### config.mk
export PLATFORM = sky130hd
export DESIGN_NAME = pc_gen_unit
export DESIGN_NICKNAME = d
export VERILOG_FILES = /design/src/rtl/pc_gen_pkg.sv /design/src/rtl/pc_align_check.sv /design/src/rtl/pc_gen_unit.sv
export SDC_FILE = /design/constraint.sdc
export NUM_CORES = 1
export LEC_CHECK = 0
export BUFFER_PORTS_ARGS = -buffer_cell sky130_fd_sc_hd__buf_2
export CORE_ASPECT_RATIO = 0.7
export CORE_MARGIN = 4
export CORE_UTILIZATION = 50
export DETAILED_ROUTE_END_ITERATION = 7
export PLACE_DENSITY = 0.76
export SLEW_MARGIN = 20
export SYNTH_ARGS = -nofsm -noshare
export SYNTH_HDL_FRONTEND = slang
export SYNTH_HIERARCHICAL = 1
export SYNTH_SLANG_ARGS = --single-unit
export TNS_END_PERCENT = 10
### constraint.sdc
create_clock -name clk_in -period 4.94 [get_ports clk_in]
set_input_delay 0.494 -clock clk_in [delete_from_list [all_inputs] [get_ports clk_in]]
set_output_delay 0.494 -clock clk_in [all_outputs]
set_load 0.01 [all_outputs]
### src/rtl/pc_gen_pkg.sv
// pc_gen_pkg
// Shared encodings for the fetch-stage PC generator.
//   - next-PC source codes as driven on pc_src_in
//   - FSM state codes (RUN / HOLD / FAULT)
//   - redirect priorities used when merging a buffered redirect
//   - alignment mask for branch-target checking and epc/trap masking
// Optional feature macro: RVC_EN (2-byte alignment instead of 4-byte).
package pc_gen_pkg;

  localparam logic [1:0] PC_SRC_SEQ    = 2'b00;
  localparam logic [1:0] PC_SRC_BRANCH = 2'b01;
  localparam logic [1:0] PC_SRC_EPC    = 2'b10;
  localparam logic [1:0] PC_SRC_TRAP   = 2'b11;

  localparam logic [1:0] ST_RUN   = 2'd0;
  localparam logic [1:0] ST_HOLD  = 2'd1;
  localparam logic [1:0] ST_FAULT = 2'd2;

  // Larger value wins; equal priority lets the newer redirect replace the older.
  localparam logic [1:0] PRIO_SEQ    = 2'd0;
  localparam logic [1:0] PRIO_BRANCH = 2'd1;
  localparam logic [1:0] PRIO_EPC    = 2'd2;
  localparam logic [1:0] PRIO_TRAP   = 2'd3;

  // Low address bits that must be zero for a legal instruction address.
`ifdef RVC_EN
  localparam logic [1:0] ALIGN_LSB_MASK = 2'b01;
`else
  localparam logic [1:0] ALIGN_LSB_MASK = 2'b11;
`endif

endpackage

### src/rtl/pc_align_check.sv
// pc_align_check
// Combinational alignment helper for the PC generator.
//   target_lsbs   in  : low two bits of the branch/jump target
//   epc           in  : mret return address
//   trap_address  in  : trap vector address
//   misaligned    out : branch target violates instruction alignment
//   epc_masked    out : epc with the alignment bits forced to zero
//   trap_masked   out : trap vector with the alignment bits forced to zero
// Alignment is 4-byte by default, 2-byte when RVC_EN is defined (see pc_gen_pkg).
module pc_align_check
  import pc_gen_pkg::*;
#(
  parameter int XLEN = 32
) (
  input  logic [1:0]      target_lsbs,
  input  logic [XLEN-1:0] epc,
  input  logic [XLEN-1:0] trap_address,
  output logic            misaligned,
  output logic [XLEN-1:0] epc_masked,
  output logic [XLEN-1:0] trap_masked
);

  assign misaligned  = |(target_lsbs & ALIGN_LSB_MASK);
  // epc and trap vectors are trusted sources: they are masked, never faulted.
  assign epc_masked  = {epc[XLEN-1:2], epc[1:0] & ~ALIGN_LSB_MASK};
  assign trap_masked = {trap_address[XLEN-1:2], trap_address[1:0] & ~ALIGN_LSB_MASK};

endmodule

### src/rtl/pc_gen_unit.sv
// pc_gen_unit
// Registered program-counter generator for the RV32I fetch stage.
// Optional feature macro: RVC_EN (2-byte alignment, +2 step for compressed instrs).
// Ports:
//   clk_in                      in  : clock
//   rst_in                      in  : synchronous active-low reset
//   pc_src_in                   in  : 00 seq, 01 branch/jump, 10 mret, 11 trap
//   branch_taken_in             in  : qualifies branch source
//   iaddr_in / epc_in / trap_address_in in : redirect targets
//   ahb_ready_in                in  : fetch port ready (0 = stall)
//   instr_compressed_in         in  : current instruction is 16-bit (RVC_EN only)
//   pc_out / iaddr_out          out : registered fetch PC
//   fetch_valid_out             out : fetch request valid (low in reset and FAULT)
//   pc_plus_4_out               out : pc_out + 4 (link value)
//   pc_mux_out                  out : value pc_out takes on the next accepted edge
//   redirect_pending_out        out : a stalled redirect is buffered
//   misaligned_instr_logic_out  out : one-cycle misaligned branch fault pulse
//   misaligned_addr_out         out : faulting branch target
module pc_gen_unit
  import pc_gen_pkg::*;
#(
  parameter int              XLEN         = 32,
  parameter logic [XLEN-1:0] RESET_VECTOR = '0
) (
  input  logic            clk_in,
  input  logic            rst_in,
  input  logic [1:0]      pc_src_in,
  input  logic            branch_taken_in,
  input  logic [XLEN-1:0] iaddr_in,
  input  logic [XLEN-1:0] epc_in,
  input  logic [XLEN-1:0] trap_address_in,
  input  logic            ahb_ready_in,
  input  logic            instr_compressed_in,
  output logic [XLEN-1:0] pc_out,
  output logic [XLEN-1:0] iaddr_out,
  output logic            fetch_valid_out,
  output logic [XLEN-1:0] pc_plus_4_out,
  output logic [XLEN-1:0] pc_mux_out,
  output logic            redirect_pending_out,
  output logic            misaligned_instr_logic_out,
  output logic [XLEN-1:0] misaligned_addr_out
);

  logic [1:0]      state_reg, state_next;
  logic [XLEN-1:0] pc_reg, pc_next;
  logic [XLEN-1:0] pend_pc_reg, pend_pc_next;
  logic [1:0]      pend_prio_reg, pend_prio_next;
  logic            fetch_valid_reg;
  logic            mis_pulse_reg, mis_pulse_next;
  logic [XLEN-1:0] mis_addr_reg, mis_addr_next;

  logic [XLEN-1:0] seq_inc, seq_pc, in_pc, hold_pc, epc_masked, trap_masked;
  logic [1:0]      in_prio, hold_prio;
  logic            in_redirect, in_misaligned, branch_misaligned, take_new;

  pc_align_check #(.XLEN(XLEN)) u_align (
    .target_lsbs  (iaddr_in[1:0]),
    .epc          (epc_in),
    .trap_address (trap_address_in),
    .misaligned   (branch_misaligned),
    .epc_masked   (epc_masked),
    .trap_masked  (trap_masked)
  );

`ifdef RVC_EN
  assign seq_inc = instr_compressed_in ? XLEN'(2) : XLEN'(4);
`else
  logic unused_compressed;
  assign unused_compressed = instr_compressed_in;
  assign seq_inc = XLEN'(4);
`endif

  assign seq_pc        = pc_reg + seq_inc;
  assign pc_plus_4_out = pc_reg + XLEN'(4);

  // Decode this cycle's request into target, priority and legality.
  always_comb begin
    in_pc         = seq_pc;
    in_prio       = PRIO_SEQ;
    in_redirect   = 1'b0;
    in_misaligned = 1'b0;
    case (pc_src_in)
      PC_SRC_TRAP: begin
        in_pc       = trap_masked;
        in_prio     = PRIO_TRAP;
        in_redirect = 1'b1;
      end
      PC_SRC_EPC: begin
        in_pc       = epc_masked;
        in_prio     = PRIO_EPC;
        in_redirect = 1'b1;
      end
      PC_SRC_BRANCH: begin
        if (branch_taken_in) begin
          in_pc         = iaddr_in;
          in_prio       = PRIO_BRANCH;
          in_redirect   = ~branch_misaligned;
          in_misaligned = branch_misaligned;
        end
      end
      default: ;
    endcase
  end

  // Merge a buffered redirect with the current one; sequential never displaces it.
  assign take_new  = in_redirect && (in_prio >= pend_prio_reg);
  assign hold_pc   = take_new ? in_pc   : pend_pc_reg;
  assign hold_prio = take_new ? in_prio : pend_prio_reg;

  always_comb begin
    state_next     = state_reg;
    pc_next        = pc_reg;
    pend_pc_next   = pend_pc_reg;
    pend_prio_next = pend_prio_reg;
    mis_pulse_next = 1'b0;
    mis_addr_next  = mis_addr_reg;
    pc_mux_out     = pc_reg;
    case (state_reg)
      ST_RUN: begin
        pc_mux_out = in_misaligned ? pc_reg : in_pc;
        if (in_misaligned) begin
          state_next     = ST_FAULT;
          mis_pulse_next = 1'b1;
          mis_addr_next  = iaddr_in;
        end else if (ahb_ready_in) begin
          pc_next = in_pc;
        end else if (in_redirect) begin
          pend_pc_next   = in_pc;
          pend_prio_next = in_prio;
          state_next     = ST_HOLD;
        end
      end
      ST_HOLD: begin
        pc_mux_out = in_misaligned ? pc_reg : hold_pc;
        if (in_misaligned) begin
          state_next     = ST_FAULT;
          mis_pulse_next = 1'b1;
          mis_addr_next  = iaddr_in;
        end else if (ahb_ready_in) begin
          pc_next    = hold_pc;
          state_next = ST_RUN;
        end else begin
          pend_pc_next   = hold_pc;
          pend_prio_next = hold_prio;
        end
      end
      ST_FAULT: begin
        // Only the trap redirect leaves FAULT, even while the fetch port stalls.
        if (pc_src_in == PC_SRC_TRAP) begin
          pc_mux_out = trap_masked;
          pc_next    = trap_masked;
          state_next = ST_RUN;
        end
      end
      default: state_next = ST_RUN;
    endcase
  end

  always_ff @(posedge clk_in) begin
    if (!rst_in) begin
      state_reg       <= ST_RUN;
      pc_reg          <= RESET_VECTOR;
      pend_pc_reg     <= '0;
      pend_prio_reg   <= PRIO_SEQ;
      fetch_valid_reg <= 1'b0;
      mis_pulse_reg   <= 1'b0;
      mis_addr_reg    <= '0;
    end else begin
      state_reg       <= state_next;
      pc_reg          <= pc_next;
      pend_pc_reg     <= pend_pc_next;
      pend_prio_reg   <= pend_prio_next;
      fetch_valid_reg <= (state_next != ST_FAULT);
      mis_pulse_reg   <= mis_pulse_next;
      mis_addr_reg    <= mis_addr_next;
    end
  end

  assign pc_out                     = pc_reg;
  assign iaddr_out                  = pc_reg;
  assign fetch_valid_out            = fetch_valid_reg;
  assign redirect_pending_out       = (state_reg == ST_HOLD);
  assign misaligned_instr_logic_out = mis_pulse_reg;
  assign misaligned_addr_out        = mis_addr_reg;

endmodule

==> key figures <==
Outcome
  – Status: complete, no violations

CTS
  – CTS hold repair buffers: 0
  – CTS Sinks: between 100 and 150
  – # H-tree levels: 3
  – Clock transition at path regs: approximately 0.080 ns
  – Num CTS Buffers: 9
  – Clock tree buffer depth: 2
  – Post-CTS Setup Repair Bufs: 0
  – Root cell of the clock tree: clkbuf_16
  – CTS tree: yes
  – Post_cts resized: 0
  – Clk_lat worst skew: about 0.36 ns

Yosys
  – Synth cell count leaders: nand2_1 (213), a21oi_1 (126), buf_4 (102), dfxtp_1 (102), o21ai_0 (102)
  – Synth area leaders: dfxtp_1 (24%), nand2_1 (9.2%), buf_4 (8.8%)
  – Seq cells post-synth: ~100
  – Yosys warnings: 6
  – Syn Inst Count: between 1000 and 1500
  – Post-synthesis sequential area ratio: 23.5%
  – Top-area cell type share of the netlist area: 23.5%
  – Number of distinct library cells after synthesis: a little over 80
  – Count leader, synth: nand2_1
  – Average size of a mapped cell: a little under 7 um^2
  – Netlist Area Pre-Place: roughly 8700 um^2
  – Predominant post-synthesis flop cell: dfxtp_1
  – Ys async rst share: 0%
  – Area leader, netlist: dfxtp_1
  – Post-synth EDFFs: 0

STA
  – Endpoints failing setup: 0
  – Slew of the pin with the lowest slew margin: approximately 1.1 ns
  – Slew HR: ~27%
  – Clock Skew: 0.00647 ns
  – Achievable frequency: roughly 250 MHz
  – Min cycle time layout: between 4 and 5 ns
  – Setup TNS: 0 ns
  – Crit share post-route: about four fifths
  – Setup ws final: 0.901 ns
  – RSZ-0062 raised after global routing: no
  – Count of final hold-check violations: 0
  – Final-report max-slew violation count: 0

Final layout
  – Final Non-Filler Cells: about 1600
  – Nets: 1466
  – N_diodes: 0
  – Final Cell Area: between 9000 and 10000 um^2
  – Layout cells sized above 1: approximately 26%
  – Filler cell count: 1655
  – Syn-to-layout area delta: 11.5%
  – Fin util: 56.6%

Drt
  – WL met3: 5.65 mm
  – Metal1 wirelength: about 14 mm
  – DRT antenna net count: 0
  – DR iter-0 viols: roughly 1700
  – Via Count: between 10000 and 15000
  – Total routed wirelength: 36.0 mm
  – Vias per std cell: 6.52
  – Max layer used: met4
  – Drt wl/cell: between 20 and 25 um
  – Metal2 WL: about 15 mm
  – Post-route DRC: 0
  – DR pass1 iterations: 6

Min path
  – Hold Startpoint: iaddr_in[25]
  – Worst Hold Depth: 3
  – Hold path endpoint: misaligned_addr_out[25]
  – Worst hold path class: input pin to flop

Placement
  – Placed instance area: between 9000 and 10000 um^2
  – Worst slack, placed: approximately 1 ns
  – I/O Buffers: 260
  – Placed cells: around 1600
  – Placer's final routability congestion estimate: between 0.9 and 1
  – Post-detail-place hpwl: 25.3 mm

Critical path
  – Arr. time, crit path: ~3.6 ns
  – Crit path max fanout: 13
  – CP endpoint kind: primary output
  – CP Class: flop to primary output
  – Critical Path Start Type: flop
  – Slowest library cell on the worst path: or4_4
  – Critical-path cell list: ha_1 -> nand4_1 -> or4_4 -> o21a_1 -> o31ai_1 -> a21oi_1 -> a2bb2oi_1 -> buf_2
  – Worst path max stage delay: between 0.7 and 0.8 ns
  – R2r setup slk: approximately 1.7 ns
  – Cell count of the worst reg-to-reg path: 8
  – R2R Path End: iaddr_out[25]
  – Crit. Startpoint: iaddr_out[3]
  – Reg-to-reg startpoint: state_reg[1]
  – Required @ worst endpoint: roughly 4.5 ns

Power and ir drop
  – P_leak: 0.00423 uW
  – Peak supply drop: about 140 uV
  – PD cells: 283 nW/um^2

Global routing
  – Antenna violations before repair: 0
  – Largest net degree at the start of global routing: 66
  – Grt ovf: 0
  – First-pass GRT wire length: around 53 mm
  – GRT Total Usage: a little over a third
  – Vias in the first global route: roughly 9400

Die
  – I/O pins: between 200 and 300
  – Die X: around 170 um
  – Core Rows: 40
  – Initial core utilization: roughly 51%
  – Core area: 17100 um^2
  – Die height: about 120 um
  – Die area: 19600 um^2

Flow run
  – Number of max-cap violations: 0
[worst max path at each step]
stage,slack [ns],cells after the start,to
floorplan,1.18,13,pc_mux_out[16]
global placement,1.09,10,pc_mux_out[14]
detailed placement,0.98,10,pc_mux_out[14]
CTS,0.99,10,pc_mux_out[14]
global route,0.68,10,pc_mux_out[14]
finish,0.90,8,pc_mux_out[22]
[critical path: cells and delay by family, from the launching register on]
kind                       cells  cell delay (ns)
buffers and inverters          1             0.20
DFF                            1             0.64
AOI/OAI and AO/OA              4             1.04
and+or+nand+nor                2             1.00
adders and majority gates      1             0.31
[logic make-up after synthesis]
logic type                 after synthesis  share of synthesized area (%)
AOI/OAI and AO/OA                      426                           31.8
xor gates and xnor gates                17                           1.71
adders and majority gates                7                           1.01
buffers and inverters                  227                           14.5
DFF                                    102                           23.5
muxes                                   39                           4.64
other                                    1                         0.0432
and+or+nand+nor                        432                           22.8
[cell usage in the layout (no fill, tap or decap), types with 10 or more instances in the layout]
cell       count
or2_2         10
dfxtp_1      102
o21a_1        15
a211oi_1      11
a31oi_1       19
a22o_1        15
inv_1         24
a21boi_0      11
buf_2        260
nand4_1       11
nor3_1        28
buf_4         31
nand2_1      213
mux2i_1       29
o21ai_0      102
a22oi_1       12
nand3_1       30
nor2b_1       13
a21oi_1      126
mux2_2        10
nor2_1        76
a2bb2oi_1     10
[where the power goes]
part	leakage, uW	total (uW)	switching, uW	internal, uW
clock network	0.000136	756	358	398
logic	0.00326	985	618	366
registers	0.000834	1000	119	883
[cell type report]
class                           instances  area [um^2]  area share, %
Clock inverter                          6         70.1          0.723
Tap cell                              231          289           2.98
Inverter                               27          101           1.05
Sequential cell                       102         2040           21.1
Multi-Input combinational cell        925         5420           56.0
Clock buffer                           10          229           2.36
Timing Repair Buffer                  291         1530           15.8
[per-stage QoR]
stage	total power, uW	hold WS [ns]
floorplan	1630	0.433
global placement	1950	0.438
detailed placement	1970	0.444
CTS	2710	0.376
global route	2840	0.375
finish	2740	0.377
[routing by layer]
| layer | vias up | GRT usage, % |
|---|---|---|
| li1 | 4583 | - |
| met5 | - | 0 |
| met4 | 0 | 13.5 |
| met3 | 138 | 8.92 |
| met1 | 4742 | 49.3 |
| met2 | 914 | 50.0 |
Power figures use the tool's default switching activity.
